File: src/rtl/pspin_cfg_pkg.sv
// PsPIN configuration: cluster/core/command sizing and the command ID
// and response types shared by the command ID pool.
package pspin_cfg_pkg;

   localparam int unsigned NUM_CLUSTERS = 4;
   localparam int unsigned NUM_CORES    = 8;
   localparam int unsigned NUM_HPU_CMDS = 4;

   localparam int unsigned CLUSTER_W = $clog2(NUM_CLUSTERS);
   localparam int unsigned CORE_W    = $clog2(NUM_CORES);
   localparam int unsigned CMD_W     = $clog2(NUM_HPU_CMDS);

   typedef struct packed {
      logic [CLUSTER_W-1:0] cluster_id;
      logic [CORE_W-1:0]    core_id;
      logic [CMD_W-1:0]     local_cmd_id;
   } pspin_cmd_id_t;

   typedef struct packed {
      pspin_cmd_id_t cmd_id;
   } pspin_cmd_resp_t;

endpackage

File: src/rtl/pspin_cmd_id_pool_if.sv
// Allocation and completion handshake bundle of the command ID pool.
// The master side requests IDs and returns completions.
interface pspin_cmd_id_pool_if
   import pspin_cfg_pkg::*;
#(
   parameter int unsigned NUM_CORES = 8
);

   logic [NUM_CORES-1:0]          alloc_req_i;
   logic [NUM_CORES-1:0]          alloc_gnt_o;
   pspin_cmd_id_t [NUM_CORES-1:0] alloc_id_o;
   logic                          resp_valid_i;
   pspin_cmd_resp_t               resp_i;

   modport master (
      output alloc_req_i,
      output resp_valid_i,
      output resp_i,
      input  alloc_gnt_o,
      input  alloc_id_o
   );

   modport slave (
      input  alloc_req_i,
      input  resp_valid_i,
      input  resp_i,
      output alloc_gnt_o,
      output alloc_id_o
   );

endinterface

File: src/rtl/pspin_cmd_id_slot.sv
// One core's command ID slot: busy vector, optional rotating search
// pointer and first-free-index search.
module pspin_cmd_id_slot #(
   parameter int unsigned NUM_HPU_CMDS = 4,
   parameter int unsigned ROTATE_ALLOC = 0,
   localparam int unsigned IDW = $clog2(NUM_HPU_CMDS),
   localparam int unsigned CW  = $clog2(NUM_HPU_CMDS + 1)
) (
   input  logic                    clk_i,
   input  logic                    rst_ni,
   input  logic                    req_i,
   output logic                    gnt_o,
   output logic [IDW-1:0]          sel_o,
   input  logic                    free_i,
   input  logic [IDW-1:0]          free_id_i,
   output logic [NUM_HPU_CMDS-1:0] busy_o,
   output logic [CW-1:0]           count_o
);

   logic [NUM_HPU_CMDS-1:0] busy_q;
   logic [NUM_HPU_CMDS-1:0] set_m;
   logic [NUM_HPU_CMDS-1:0] clr_m;
   logic [IDW-1:0]          start;
   logic [IDW-1:0]          idx;
   logic                    found;

   always_comb begin
      found = 1'b0;
      sel_o = '0;
      idx   = '0;
      for (int unsigned i = 0; i < NUM_HPU_CMDS; i++) begin
         idx = start + IDW'(i);
         if (!found && !busy_q[idx]) begin
            found = 1'b1;
            sel_o = idx;
         end
      end
   end

   assign gnt_o = req_i & found;

   always_comb begin
      set_m = '0;
      clr_m = '0;
      if (gnt_o) set_m[sel_o] = 1'b1;
      if (free_i) clr_m[free_id_i] = 1'b1;
   end

   // Allocation picks from the pre-free vector, so a freed bit is
   // only grantable from the following cycle.
   always_ff @(posedge clk_i or negedge rst_ni) begin
      if (!rst_ni) busy_q <= '0;
      else         busy_q <= (busy_q | set_m) & ~clr_m;
   end

   if (ROTATE_ALLOC != 0) begin : g_rot
      logic [IDW-1:0] ptr_q;
      always_ff @(posedge clk_i or negedge rst_ni) begin
         if (!rst_ni)    ptr_q <= '0;
         else if (gnt_o) ptr_q <= sel_o + IDW'(1);
      end
      assign start = ptr_q;
   end else begin : g_fix
      assign start = '0;
   end

   always_comb begin
      count_o = '0;
      for (int unsigned i = 0; i < NUM_HPU_CMDS; i++)
         count_o = count_o + CW'(busy_q[i]);
   end

   assign busy_o = busy_q;

endmodule

File: src/rtl/pspin_cmd_id_pool.sv
// Per-core command ID pool: allocates local command IDs, retires them
// on completion responses and flags malformed responses.
module pspin_cmd_id_pool
   import pspin_cfg_pkg::*;
#(
   parameter int unsigned NUM_CORES    = 8,
   parameter int unsigned NUM_HPU_CMDS = 4,
   parameter int unsigned ROTATE_ALLOC = 0,
   localparam int unsigned IDW = $clog2(NUM_HPU_CMDS),
   localparam int unsigned CW  = $clog2(NUM_HPU_CMDS + 1)
) (
   input  logic                           clk_i,
   input  logic                           rst_ni,
   input  logic [CLUSTER_W-1:0]           cluster_id_i,
   pspin_cmd_id_pool_if.slave             bus,
   input  logic [NUM_CORES-1:0][IDW-1:0]  wait_id_i,
   output logic [NUM_CORES-1:0]           wait_done_o,
   output logic [NUM_CORES-1:0][CW-1:0]   outstanding_o,
   output logic                           all_idle_o,
   output logic                           err_o
);

   logic [NUM_CORES-1:0][NUM_HPU_CMDS-1:0] busy;
   logic [NUM_CORES-1:0][IDW-1:0]          sel;
   logic [NUM_CORES-1:0]                   gnt;
   logic [NUM_CORES-1:0]                   free;
   pspin_cmd_id_t [NUM_CORES-1:0]          ids;

   pspin_cmd_id_t  rid;
   logic [IDW-1:0] rlid;
   logic           cluster_ok;
   logic           core_ok;
   logic           busy_hit;
   logic           resp_ok;
   logic           err_q;

   assign rid        = bus.resp_i.cmd_id;
   assign rlid       = IDW'(rid.local_cmd_id);
   assign cluster_ok = rid.cluster_id == cluster_id_i;

   // Decode the target core without comparing against NUM_CORES so an
   // out-of-range core_id simply matches nothing.
   always_comb begin
      core_ok  = 1'b0;
      busy_hit = 1'b0;
      for (int unsigned c = 0; c < NUM_CORES; c++) begin
         if (rid.core_id == CORE_W'(c)) begin
            core_ok  = 1'b1;
            busy_hit = busy[c][rlid];
         end
      end
   end

   assign resp_ok = cluster_ok & core_ok & busy_hit;

   for (genvar c = 0; c < NUM_CORES; c++) begin : g_core
      assign free[c] = bus.resp_valid_i & resp_ok &
                       (rid.core_id == CORE_W'(c));

      pspin_cmd_id_slot #(
         .NUM_HPU_CMDS (NUM_HPU_CMDS),
         .ROTATE_ALLOC (ROTATE_ALLOC)
      ) u_slot (
         .clk_i     (clk_i),
         .rst_ni    (rst_ni),
         .req_i     (bus.alloc_req_i[c]),
         .gnt_o     (gnt[c]),
         .sel_o     (sel[c]),
         .free_i    (free[c]),
         .free_id_i (rlid),
         .busy_o    (busy[c]),
         .count_o   (outstanding_o[c])
      );

      assign ids[c].cluster_id   = cluster_id_i;
      assign ids[c].core_id      = CORE_W'(c);
      assign ids[c].local_cmd_id = CMD_W'(sel[c]);
      assign wait_done_o[c]      = ~busy[c][wait_id_i[c]];
   end

   assign bus.alloc_gnt_o = gnt;
   assign bus.alloc_id_o  = ids;

   always_ff @(posedge clk_i or negedge rst_ni) begin
      if (!rst_ni) err_q <= 1'b0;
      else         err_q <= err_q | (bus.resp_valid_i & ~resp_ok);
   end

   assign err_o      = err_q;
   assign all_idle_o = ~|busy;

endmodule

File: src/flat_wrapper.sv
// flat-port wrapper written by rule: the top's interface ports become plain ports
module pspin_cmd_id_pool_flat import pspin_cfg_pkg::*;
#(
   parameter int unsigned NUM_CORES    = 8,
   parameter int unsigned NUM_HPU_CMDS = 4,
   parameter int unsigned ROTATE_ALLOC = 0,
   localparam int unsigned IDW = $clog2(NUM_HPU_CMDS),
   localparam int unsigned CW  = $clog2(NUM_HPU_CMDS + 1)
)
  (clk_i, rst_ni, cluster_id_i, wait_id_i, wait_done_o, outstanding_o, all_idle_o, err_o, bus_alloc_req_i, bus_resp_valid_i, bus_resp_i, bus_alloc_gnt_o, bus_alloc_id_o);
  pspin_cmd_id_pool_if #(.NUM_CORES(NUM_CORES)) bus_i ();
  input  logic clk_i;
  input  logic rst_ni;
  input  logic [CLUSTER_W-1:0] cluster_id_i;
  input  logic [NUM_CORES-1:0][IDW-1:0] wait_id_i;
  output logic [NUM_CORES-1:0] wait_done_o;
  output logic [NUM_CORES-1:0][CW-1:0] outstanding_o;
  output logic all_idle_o;
  output logic err_o;
  input wire logic [$bits(bus_i.alloc_req_i)-1:0] bus_alloc_req_i;
  input wire logic [$bits(bus_i.resp_valid_i)-1:0] bus_resp_valid_i;
  input wire logic [$bits(bus_i.resp_i)-1:0] bus_resp_i;
  output wire logic [$bits(bus_i.alloc_gnt_o)-1:0] bus_alloc_gnt_o;
  output wire logic [$bits(bus_i.alloc_id_o)-1:0] bus_alloc_id_o;
  assign bus_i.alloc_req_i = bus_alloc_req_i;
  assign bus_i.resp_valid_i = bus_resp_valid_i;
  assign bus_i.resp_i = bus_resp_i;
  assign bus_alloc_gnt_o = bus_i.alloc_gnt_o;
  assign bus_alloc_id_o = bus_i.alloc_id_o;
  pspin_cmd_id_pool #(.NUM_CORES(NUM_CORES), .NUM_HPU_CMDS(NUM_HPU_CMDS), .ROTATE_ALLOC(ROTATE_ALLOC)) u_core (.clk_i(clk_i), .rst_ni(rst_ni), .cluster_id_i(cluster_id_i), .bus(bus_i), .wait_id_i(wait_id_i), .wait_done_o(wait_done_o), .outstanding_o(outstanding_o), .all_idle_o(all_idle_o), .err_o(err_o));
endmodule
File: config.mk
export PLATFORM = sky130hd
export DESIGN_NAME = pspin_cmd_id_pool_flat
export DESIGN_NICKNAME = d
export VERILOG_FILES = /design/src/rtl/pspin_cfg_pkg.sv /design/src/rtl/pspin_cmd_id_pool_if.sv /design/src/rtl/pspin_cmd_id_slot.sv /design/src/rtl/pspin_cmd_id_pool.sv /design/src/flat_wrapper.sv
export SDC_FILE = /design/constraint.sdc
export NUM_CORES = 1
export LEC_CHECK = 0
export BUFFER_PORTS_ARGS = -buffer_cell sky130_fd_sc_hd__buf_4
export CORE_MARGIN = 2
export CORE_UTILIZATION = 45
export CTS_CLUSTER_DIAMETER = 100
export DETAILED_ROUTE_END_ITERATION = 6
export PLACE_DENSITY = 0.78
export SETUP_SLACK_MARGIN = 0.05
export SKIP_LAST_GASP = 1
export SLEW_MARGIN = 20
export SYNTH_ARGS = -nofsm -noshare
export SYNTH_HDL_FRONTEND = slang
export SYNTH_SLANG_ARGS = --single-unit
File: constraint.sdc
create_clock -name clk_i -period 5.6 [get_ports clk_i]
set_clock_uncertainty 0.2 [all_clocks]
set_input_delay 1.12 -clock clk_i [delete_from_list [all_inputs] [get_ports clk_i]]
set_output_delay 1.12 -clock clk_i [all_outputs]
set_load 0.01 [all_outputs]
==> reports/metrics.cfg <==
[timing]
setup_violations=0
slew_violations=0
fin_crit_ns=3.48
fmax_ghz=0.288
rsz0062_at_grt=false
finalHoldViolCount=0
setup_tns_ns=0
relSlewSlack_pct=52.4
final.period_utilization_pct=62.1
worstMarginPinSlew_ns=0.714

[flow_run]
cap_viol_max_count=0

[pwr]
seqPwrFrac_pct=27.0
power_frac_comb_pct=58.8
swShare_pct=41.8
power.internal_mw=0.700
p_switching_mw=0.503
pwr_density_cell_nw_per_um2=281
vdd_drop_max_uv=244
leakage_nw=2.12
clkPwrFrac_pct=14.2

[route]
drc=0
vias=2919
first_pass_iters=4
wl_per_cell_um=15.1
drtIter0Drc=209
wl_um=8210
ant_nets=0
vias_per_cell=5.36

[logic_synthesis]
synth_seq_cells=33
synthFlopType=dfrtp_1
synth.cell_area_sq_um=3620
synthCells=365
syn_area_per_cell_sq_um=9.91
yosys.area.top_type=dfrtp_1
synth_top_area_share_pct=22.8
ys_seq_area_share_pct=22.8
yosysWarningCount=0
async_flop_share_pct=100
yosysMostFrequentCell=buf_4
synth_commonest_cells=buf_4, inv_1, ha_1, a31oi_1, dfrtp_1
synth_edf_count=0
synth_area_leaders=dfrtp_1, ha_1, buf_4
ys_types=44

[cts]
cts_buffer_depth=2
post_cts.repair.setup_buffers=0
clock-sinks=33
numCtsBuffers=5
cts-root-buf=clkbuf_8
htreeDepth=2
ctsHoldBuffers=0
clk_latency_ns=0.28
cts_tree=built
clk_pin_slew_worst_paths_ns=0.07
cts_resized=0

[worst_setup_path]
r2r_cells=6
worstPathRequired_ns=4.28
critPathCapture=all_idle_o
r2r_start=u_core.g_core[3].u_slot.busy_o[2]$_DFF_PN0_
crit_path_start=u_core.g_core[6].u_slot.busy_o[0]$_DFF_PN0_
cp_max_fo=7
start_kind=flop
rrSetupSlack_ns=3.24
worst_r2r_endpoint=u_core.g_core[5].u_slot.busy_o[1]$_DFF_PN0_
endpoint_kind=output port
critical_path_class=reg2out
critPathArrivalTime_ns=2.16

[floorplanning]
boundaryPins=134
die_h_um=93.7
initial_core_util_pct=46.6
fp.coreArea_sq_um=7770
die_w_um=93.7
die-area_sq_um=8770
rows=32

[global_routing]
grtUsageTotal_pct=18.8
antenna_found_initial=0
met1_usage_pct=24.8
grt_use_met3_pct=3.77
grt_remaining_overflow=0
grt_max_degree=34
grt_pass1_vias=2792
grt-busiest-layer=met2
grt_pass1_wl_um=13200
gr-usage-met2_pct=31.2

[cells_and_area]
area_growth_pct=18.5
fin_cells=545
fillers=665
drive_above_1_share_pct=34.1
final_nets=527
n_antenna_cell=0

[placed_design]
finalWeightedCongestion=0.783
io_buffers=109
dp_hpwl_um=6510
dp.cells=537

[status]
status=complete, no violations

[worst_hold_path]
holdCritPathClass=reg2reg

==> power by group through the flow <==
stage          registers, mW  logic (mW)  clock network, mW
2_1_floorplan          0.309       0.479                  0
4_1_cts                0.325       0.716              0.173
5_1_grt                0.331       0.789              0.184
6_report               0.325       0.707              0.171
3_5_place_dp           0.329       0.710                  0
3_3_place_gp           0.325       0.688                  0
==> logic make-up (layout without fill, tap and decap cells) <==
group,count (synthesis),count (layout),share of synthesized area [%]
compound gates,102,102,23.5
xor+xnor,2,2,0.484
fa+ha+maj,49,49,18.6
buf+inv,109,165,18.2
flops,33,33,22.8
mux,21,21,9.62
other cells,2,24,0.208
simple gates,47,47,6.50
==> final cells by class <==
class	count	area, sq um	area share (%)
multi-input cells	245	2230	51.9
repair buffers	111	853	19.9
inverters	46	173	4.03
clock buffers	6	72.6	1.69
clock inverters	2	10.0	0.233
well taps	102	128	2.98
flip-flops and latches	33	826	19.3
==> per-stage QoR <==
| stage | util, % | setup slack [ns] | power, mW | cell area, sq um | hold slack [ns] |
|---|---|---|---|---|---|
| 6_report | 55.2 | 2.12 | 1.20 | 4290 | 0.347 |
| 3_5_place_dp | 54.1 | 2.28 | 1.04 | 4210 | 0.336 |
| 4_1_cts | 55.2 | 2.15 | 1.21 | 4290 | 0.347 |
| 3_3_place_gp | 53.8 | 2.11 | 1.01 | 4180 | 0.344 |
| 2_1_floorplan | - | 2.60 | 0.788 | 3700 | 0.364 |
| 5_1_grt | 55.2 | 1.98 | 1.30 | 4290 | 0.368 |
==> metal layers <==
layer	vias to the layer above	wire, um
met4	0	136
met5	-	0
met3	14	539
met1	1397	3540
li1	1392	-
met2	116	3990
==> flip-flops by register name (all words and copies together) (netlist names) <==
name / flops
u_core.g_core.u_slot.busy_o: 32
u_core.err_o: 1
==> placed cells by master, fill, tap and decap left out, types with 2 or more instances in the layout <==
| cell type | Yosys | layout |
|---|---|---|
| o22ai_1 | 4 | 4 |
| clkinv_2 | 0 | 2 |
| buf_4 | 49 | 110 |
| nor2_1 | 25 | 25 |
| conb_1 | 2 | 24 |
| mux4_2 | 11 | 11 |
| o31a_1 | 8 | 8 |
| a31oi_1 | 39 | 39 |
| inv_1 | 46 | 46 |
| a31oi_2 | 7 | 7 |
| ha_1 | 41 | 41 |
| a21oi_1 | 20 | 20 |
| nand3b_1 | 2 | 2 |
| xnor2_1 | 2 | 2 |
| nand2_1 | 4 | 4 |
| or3b_1 | 3 | 3 |
| o22a_1 | 5 | 5 |
| nand4_1 | 3 | 3 |
| dfrtp_1 | 33 | 33 |
| clkbuf_8 | 0 | 5 |
| fa_1 | 8 | 8 |
| mux2i_1 | 10 | 10 |
| a31oi_4 | 9 | 9 |
| nor4_1 | 2 | 2 |
==> worst max-delay path, stage by stage, from the launching register on <==
cell	delay, ns
dfrtp_1	0.48
inv_1	0.12
ha_1	0.15
nand2_1	0.08
nor3_1	0.21
nand4_1	0.16
nor4_1	0.48
buf_4	0.21
==> worst min-delay path by stage <==
stage	start	end	cells past startpoint
4_1_cts	u_core.err_o$_DFF_PN0_	u_core.err_o$_DFF_PN0_	2
3_5_place_dp	u_core.err_o$_DFF_PN0_	u_core.err_o$_DFF_PN0_	2
6_report	u_core.err_o$_DFF_PN0_	u_core.err_o$_DFF_PN0_	2
5_1_grt	u_core.err_o$_DFF_PN0_	u_core.err_o$_DFF_PN0_	2
2_1_floorplan	u_core.err_o$_DFF_PN0_	u_core.err_o$_DFF_PN0_	2
3_3_place_gp	u_core.err_o$_DFF_PN0_	u_core.err_o$_DFF_PN0_	2
No activity file was read; power rests on OpenSTA's default activity.
